`src/rtl/bit_count_ctrl.sv`:
```
// rtl/bit_count_ctrl.sv - control FSM driving an 8-bit ones counter (clear/inc pulses)
// Optional BIT_COUNT_EARLY_EXIT_EN: leave SHIFT as soon as no '1' bits remain.
module bit_count_ctrl #(
  parameter int WIDTH = 8
) (
  input  logic             clk,
  input  logic             reset,
  input  logic             start,
  input  logic [WIDTH-1:0] data_in,
  output logic             ready,
  output logic             busy,
  output logic             clear_counter,
  output logic             inc_counter,
  output logic             done
);

  localparam int RW = $clog2(WIDTH + 1);

  typedef enum logic [1:0] {
    IDLE  = 2'd0,
    CLEAR = 2'd1,
    SHIFT = 2'd2,
    DONE  = 2'd3
  } state_e;

  state_e           state_q, state_d;
  logic [WIDTH-1:0] shreg_q, shreg_d;
  logic [RW-1:0]    rem_q, rem_d;
  logic             last_shift;

  always_ff @(posedge clk) begin
    if (reset) begin
      state_q <= IDLE;
      shreg_q <= '0;
      rem_q   <= '0;
    end else begin
      state_q <= state_d;
      shreg_q <= shreg_d;
      rem_q   <= rem_d;
    end
  end

  always_comb begin
    state_d    = state_q;
    shreg_d    = shreg_q;
    rem_d      = rem_q;
    last_shift = (rem_q == RW'(1));
`ifdef BIT_COUNT_EARLY_EXIT_EN
    if (shreg_q == '0) last_shift = 1'b1;
`endif
    case (state_q)
      IDLE: begin
        if (start) begin
          shreg_d = data_in;
          rem_d   = RW'(WIDTH);
          state_d = CLEAR;
        end
      end
      CLEAR: state_d = SHIFT;
      SHIFT: begin
        shreg_d = shreg_q >> 1;
        // Guard keeps the remaining count from wrapping below zero.
        if (rem_q != '0) rem_d = rem_q - RW'(1);
        if (last_shift) state_d = DONE;
      end
      DONE:    state_d = IDLE;
      default: state_d = IDLE;
    endcase
  end

  assign ready         = (state_q == IDLE);
  assign busy          = (state_q != IDLE);
  assign clear_counter = (state_q == CLEAR);
  assign inc_counter   = (state_q == SHIFT) && shreg_q[0];
  assign done          = (state_q == DONE);

endmodule

```
`config.mk`:
```
export PLATFORM = sky130hd
export DESIGN_NAME = bit_count_ctrl
export DESIGN_NICKNAME = d
export VERILOG_FILES = /design/src/rtl/bit_count_ctrl.sv
export SDC_FILE = /design/constraint.sdc
export NUM_CORES = 1
export LEC_CHECK = 0
export ABC_AREA = 1
export BUFFER_PORTS_ARGS = -buffer_cell sky130_fd_sc_hd__buf_2
export CAP_MARGIN = 20
export CORE_MARGIN = 4
export CORE_UTILIZATION = 31
export DETAILED_ROUTE_END_ITERATION = 6
export HOLD_SLACK_MARGIN = 0.02
export SYNTH_ARGS = -nofsm -noshare
export SYNTH_HDL_FRONTEND = slang
export SYNTH_SLANG_ARGS = --single-unit
```
`constraint.sdc`:
```
create_clock -name clk -period 3.1 [get_ports clk]
set_input_delay 0.155 -clock clk [delete_from_list [all_inputs] [get_ports clk]]
set_output_delay 0.155 -clock clk [all_outputs]
set_load 0.005 [all_outputs]
```
After elaboration in Yosys (flattened, before gate mapping)
Cells that the tools add are included.
{"block": "totals", "wordCells": 27, "in_bits": 11, "output_inout_bits": 5, "ff_bits": 14}
{"block": "classes", "add_sub_neg": 1, "eq_ne": 7, "n_mux": 8, "n_reduce_logical": 8}
{"cell": "8-bit one-hot mux with 2 select lines", "count": 1}
{"cell": "4-bit two-way mux", "count": 2}
{"cell": "8-bit two-way mux", "count": 1}
{"cell": "2-bit one-hot mux with 4 select lines", "count": 1}
{"cell": "4-bit one-hot mux with 2 select lines", "count": 1}
{"cell": "2-bit inequality test, second input constant", "count": 3}
{"cell": "2-bit == test, second input constant", "count": 2}
{"cell": "4-bit by 1-bit == test with 1-bit output, second input constant", "count": 1}
{"cell": "2-bit two-way mux", "count": 2}
{"cell": "2-bit AND reduction", "count": 2}
{"cell": "2-bit nonzero test", "count": 2}
{"cell": "4-bit nonzero test", "count": 1}
{"cell": "4-bit by 1-bit subtractor with 4-bit output, second input constant", "count": 1}
{"cell": "3-bit AND reduction", "count": 1}
{"cell": "2-bit by 1-bit == test with 1-bit output, second input constant", "count": 1}
{"cell": "2-bit logical NOT", "count": 1}
{"cell": "1-bit logical AND", "count": 1}

Logic depth before layout (Yosys ltp)
{"block": "logic_depth", "ltp_word": 3, "ltp_mapped": 10, "ltp_nobuf": 9}

Least setup slack after synthesis
OpenSTA, ideal clock, no wires.
{"block": "synth_path", "path_type": "reg-to-reg", "startpoint": "register state_q[0]", "endpoint": "register rem_q[0]", "arrival_ns": 1.231, "stages_incl_launch_ff": 7, "path_slack_ns": 1.750, "n_path_buf": 0, "t_required_ns": 2.981, "synth_period_minus_slack_ns": 1.350, "path_cell_list": "dfxtp_1 > inv_1 > ha_1 > o21ai_4 > nand2_2 > o21ai_2 > a21oi_2"}
{"block": "synth_between", "elab_chain_cells": 3, "word_cells_on_any_way": 7, "cone_classes": "3 x eq/ne; 1 x mux; 3 x reduce/logical"}
{"element": "start: declaration", "line_no": "26", "text": "state_e state_q, state_d;"}
{"element": "start signal: assignment", "line_no": "37", "text": "state_q <= state_d;"}
{"element": "2-bit logical NOT *"}
{"element": "named net ready", "line_no": "10", "text": "output logic ready,"}
{"element": "2-bit inequality test (no line) / 2-bit nonzero test (equally long branches)"}
{"element": "3-bit AND reduction (no line)"}
{"element": "end signal: assignment", "line_no": "39", "text": "rem_q <= rem_d;"}
{"element": "end: declaration", "line_no": "28", "text": "logic [RW-1:0] rem_q, rem_d;"}
The timed path passes the listed nets; every way through them passes the cells marked *.
A chain may end at the register's enable or synchronous reset.

Final worst setup path
{"block": "layout_path", "startpoint": "register state_q[0]", "endpoint": "register rem_q[0]"}
{"block": "layout_between", "elab_chain_cells": 3, "word_cells_on_any_way": 7, "cone_classes": "3 x eq/ne; 1 x mux; 3 x reduce/logical"}
{"element": "2-bit == test / 2-bit logical NOT (equally long branches)", "line_no": "51", "text": "case (state_q)"}
{"element": "2-bit inequality test (no line) / 2-bit nonzero test (equally long branches)"}
{"element": "3-bit AND reduction (no line)"}
Several ways; a longest one is shown, not always the timed one.

==> impl_metrics.prom <==
# TYPE chip_impl_metric gauge
chip_impl_info{name="result_of_the_run",value="completed"} 1
chip_impl_info{name="postSynth.topFlopCell",value="sky130_fd_sc_hd__dfxtp_1"} 1
chip_impl_metric{name="floorplan.initialDensity",unit=""} 0.328
chip_impl_metric{name="cp_data_arrival_time",unit="ns"} 2.18
chip_impl_metric{name="clock_latency",unit="ns"} 0.28
chip_impl_metric{name="synth.ff_latch_count",unit=""} 14
chip_impl_metric{name="dp_cells",unit=""} 149
chip_impl_info{name="startpoint",value="state_q[0]"} 1
chip_impl_info{name="start_kind",value="flip-flop"} 1
chip_impl_metric{name="routed_wl",unit="um"} 1490
chip_impl_info{name="tritoncts",value="yes"} 1
chip_impl_metric{name="cellPowerDensity",unit="nW/um^2"} 1040
chip_impl_info{name="synthTopCellsByArea",value="sky130_fd_sc_hd__dfxtp_1, sky130_fd_sc_hd__nand2_1, sky130_fd_sc_hd__ha_1"} 1
chip_impl_metric{name="die_w",unit="um"} 59.5
chip_impl_metric{name="syn_warnings",unit=""} 0
chip_impl_metric{name="port-buffer-count",unit=""} 15
chip_impl_metric{name="grt_overflow",unit=""} 0
chip_impl_metric{name="drive_above_1_share",unit=""} 0.262
chip_impl_metric{name="time_the_final_worst_path_needs_with_i_o_delays_and_setup",unit="ns"} 2.01
chip_impl_metric{name="static-leakage-power",unit="uW"} 0.000432
chip_impl_metric{name="highest_clock_rate",unit="GHz"} 0.497
chip_impl_metric{name="cts-resized-gates",unit=""} 0
chip_impl_info{name="min_from",value="reset"} 1
chip_impl_metric{name="nets",unit=""} 142
chip_impl_metric{name="post-route-worst-setup-slack",unit="ns"} 1.09
chip_impl_metric{name="drt_iter0_drc",unit=""} 8
chip_impl_metric{name="met1Wirelength",unit="um"} 737
chip_impl_metric{name="clock-skew-final",unit="ns"} 0.00588
chip_impl_metric{name="dpl_worst_slack",unit="ns"} 1.10
chip_impl_metric{name="grt_pass1_wl",unit="um"} 2590
chip_impl_info{name="yosysTopAreaCell",value="sky130_fd_sc_hd__dfxtp_1"} 1
chip_impl_metric{name="drc",unit=""} 0
chip_impl_info{name="rr_startpoint",value="state_q[0]"} 1
chip_impl_metric{name="final.period_utilization",unit=""} 0.649
chip_impl_metric{name="num_rows",unit=""} 18
chip_impl_metric{name="max_cap_violations",unit=""} 0
chip_impl_info{name="highest_layer",value="met4"} 1
chip_impl_info{name="root_buffer",value="sky130_fd_sc_hd__clkbuf_4"} 1
chip_impl_info{name="end_kind",value="flip-flop"} 1
chip_impl_metric{name="synth_top_area_frac",unit=""} 0.341
chip_impl_metric{name="cts_post_setup_buffers_inserted",unit=""} 0
chip_impl_metric{name="ant_nets",unit=""} 0
chip_impl_metric{name="detail_route.wl_per_cell",unit="um"} 9.80
chip_impl_metric{name="setup_viol_count_final",unit=""} 0
chip_impl_metric{name="total_standard_cell_area_after_synthesis",unit="sq um"} 821
chip_impl_metric{name="finalPower",unit="uW"} 961
chip_impl_metric{name="cts.clk_slew.worst_paths",unit="ns"} 0.08
chip_impl_metric{name="grt_start_max_net_pins",unit=""} 17
chip_impl_metric{name="cell_variety_after_synth",unit=""} 21
chip_impl_metric{name="critPathRequiredTime",unit="ns"} 3.27
chip_impl_metric{name="design.core.area",unit="sq um"} 2500
chip_impl_metric{name="grtUsageTotal",unit=""} 0.0961
chip_impl_metric{name="worst-slew-pin-transition",unit="ns"} 0.517
chip_impl_info{name="hold_class",value="in2reg"} 1
chip_impl_metric{name="numCtsBuffers",unit=""} 3
chip_impl_metric{name="slew_headroom",unit=""} 0.655
chip_impl_metric{name="synthArstFlopShare",unit=""} 0
chip_impl_metric{name="max-clock-path-buffers",unit=""} 2
chip_impl_info{name="post-synth-top-count-cell",value="sky130_fd_sc_hd__nand2_1"} 1
chip_impl_metric{name="synth.avg_cell_area",unit="sq um"} 7.67
chip_impl_metric{name="mapped_nets",unit=""} 125
chip_impl_metric{name="cts_max_level",unit=""} 1
chip_impl_metric{name="hpwlAfterDp",unit="um"} 1170
chip_impl_metric{name="synth_sequential_area_ratio",unit=""} 0.341
chip_impl_metric{name="cts-hold-fix-buffers",unit=""} 0
chip_impl_metric{name="timing_max_transition_violations_final",unit=""} 0
chip_impl_metric{name="final_hold_slack",unit="ns"} 0.0827
chip_impl_metric{name="final_hold_viol_count",unit=""} 0
chip_impl_metric{name="area_growth",unit="%"} 13.1
chip_impl_metric{name="netlist_instances",unit=""} 107
chip_impl_metric{name="die_area",unit="sq um"} 3530
chip_impl_metric{name="synth-edff-count",unit=""} 0
chip_impl_metric{name="antenna_found_initial",unit=""} 0
chip_impl_info{name="grt_setup_unrepaired",value="false"} 1
chip_impl_metric{name="vdd.ir_drop.worst",unit="mV"} 0.462
chip_impl_metric{name="first_global_vias",unit=""} 646
chip_impl_metric{name="setup_tns",unit="ns"} 0
chip_impl_metric{name="antennaDiodeCount",unit=""} 0
chip_impl_metric{name="wl_met3",unit="um"} 71
chip_impl_info{name="worst-setup-path-type",value="reg2reg"} 1
chip_impl_metric{name="critPathMaxFanout",unit=""} 16
chip_impl_metric{name="design.portCount",unit=""} 16
chip_impl_metric{name="weighted_congestion_at_the_end_of_routability_driven_global_placement",unit=""} 0.759
chip_impl_metric{name="vias",unit=""} 703
chip_impl_metric{name="dieHeight",unit="um"} 59.5
chip_impl_info{name="yosys-top-cells-count",value="sky130_fd_sc_hd__nand2_1, sky130_fd_sc_hd__dfxtp_1, sky130_fd_sc_hd__inv_1"} 1
chip_impl_metric{name="numClockSinks",unit=""} 14
chip_impl_metric{name="post_layout_nonfiller_instances",unit=""} 152
chip_impl_metric{name="dr.pass1.iters",unit=""} 4
chip_impl_metric{name="wl_met2",unit="um"} 651
chip_impl_metric{name="drt-vias-per-instance",unit=""} 4.63
## flip-flops by register name (all words and copies together) (netlist names)
signal	cells
shreg_q	8
state_q	2
rem_q	4
## per-stage QoR
stage,cell area [sq um],utilization
final,928,0.371
after global routing,928,0.371
after CTS,928,0.371
after detailed placement,906,0.362
after global placement,906,0.362
after floorplan,821,-
## where the power goes
part	switching, uW	internal, uW
Sequential	51.9	258
Clock	55.4	45.0
Combinational	343	208
## metal layers
layer | vias up | GRT usage
li1 | 381 | -
met1 | 307 | 0.124
met2 | 12 | 0.142
met3 | 3 | 0.0305
met4 | 0 | 0.0485
met5 | - | 0
## layout by cell type (no fill, tap or decap), drive strengths merged
cell type,netlist,final
inv,11,11
dfxtp,14,14
o21ai,10,10
clkbuf,0,3
nand2,38,38
buf,3,15
ha,7,7
a31oi,7,7
nor2,5,5
nand3,5,5
a21oi,7,7
## worst paths after layout
path                                    to  slack [ns]  cells after the start
worst min register to register  shreg_q[7]        0.47                      2
worst max register to register    rem_q[0]        1.09                      7
worst min-delay path            shreg_q[7]        0.08                      2
worst max-delay path              rem_q[0]        1.09                      7
## worst max-delay path: stages, from the launching register on
cell and delay [ns]:
sky130_fd_sc_hd__dfxtp_1 0.33, sky130_fd_sc_hd__inv_1 0.09, sky130_fd_sc_hd__ha_1 0.49, sky130_fd_sc_hd__inv_2 0.23, sky130_fd_sc_hd__o21ai_4 0.37, sky130_fd_sc_hd__nand2_2 0.15
sky130_fd_sc_hd__o21ai_2 0.19, sky130_fd_sc_hd__a21oi_2 0.04
## kinds of logic after synthesis
kind of cell,Yosys count,share of synthesized area
simple gates,48,0.284
buf+inv,14,0.0838
flops,14,0.341
fa+ha+maj,7,0.107
compound gates,24,0.184
## cell type report
class | instances | area [sq um]
Fill cell | 265 | 1570
Multi-Input combinational cell | 79 | 472
Sequential cell | 14 | 280
Timing Repair Buffer | 15 | 75.1
Inverter | 11 | 41.3
Tap cell | 30 | 37.5
Clock buffer | 3 | 22.5
No activity file was read; power rests on OpenSTA's default activity.
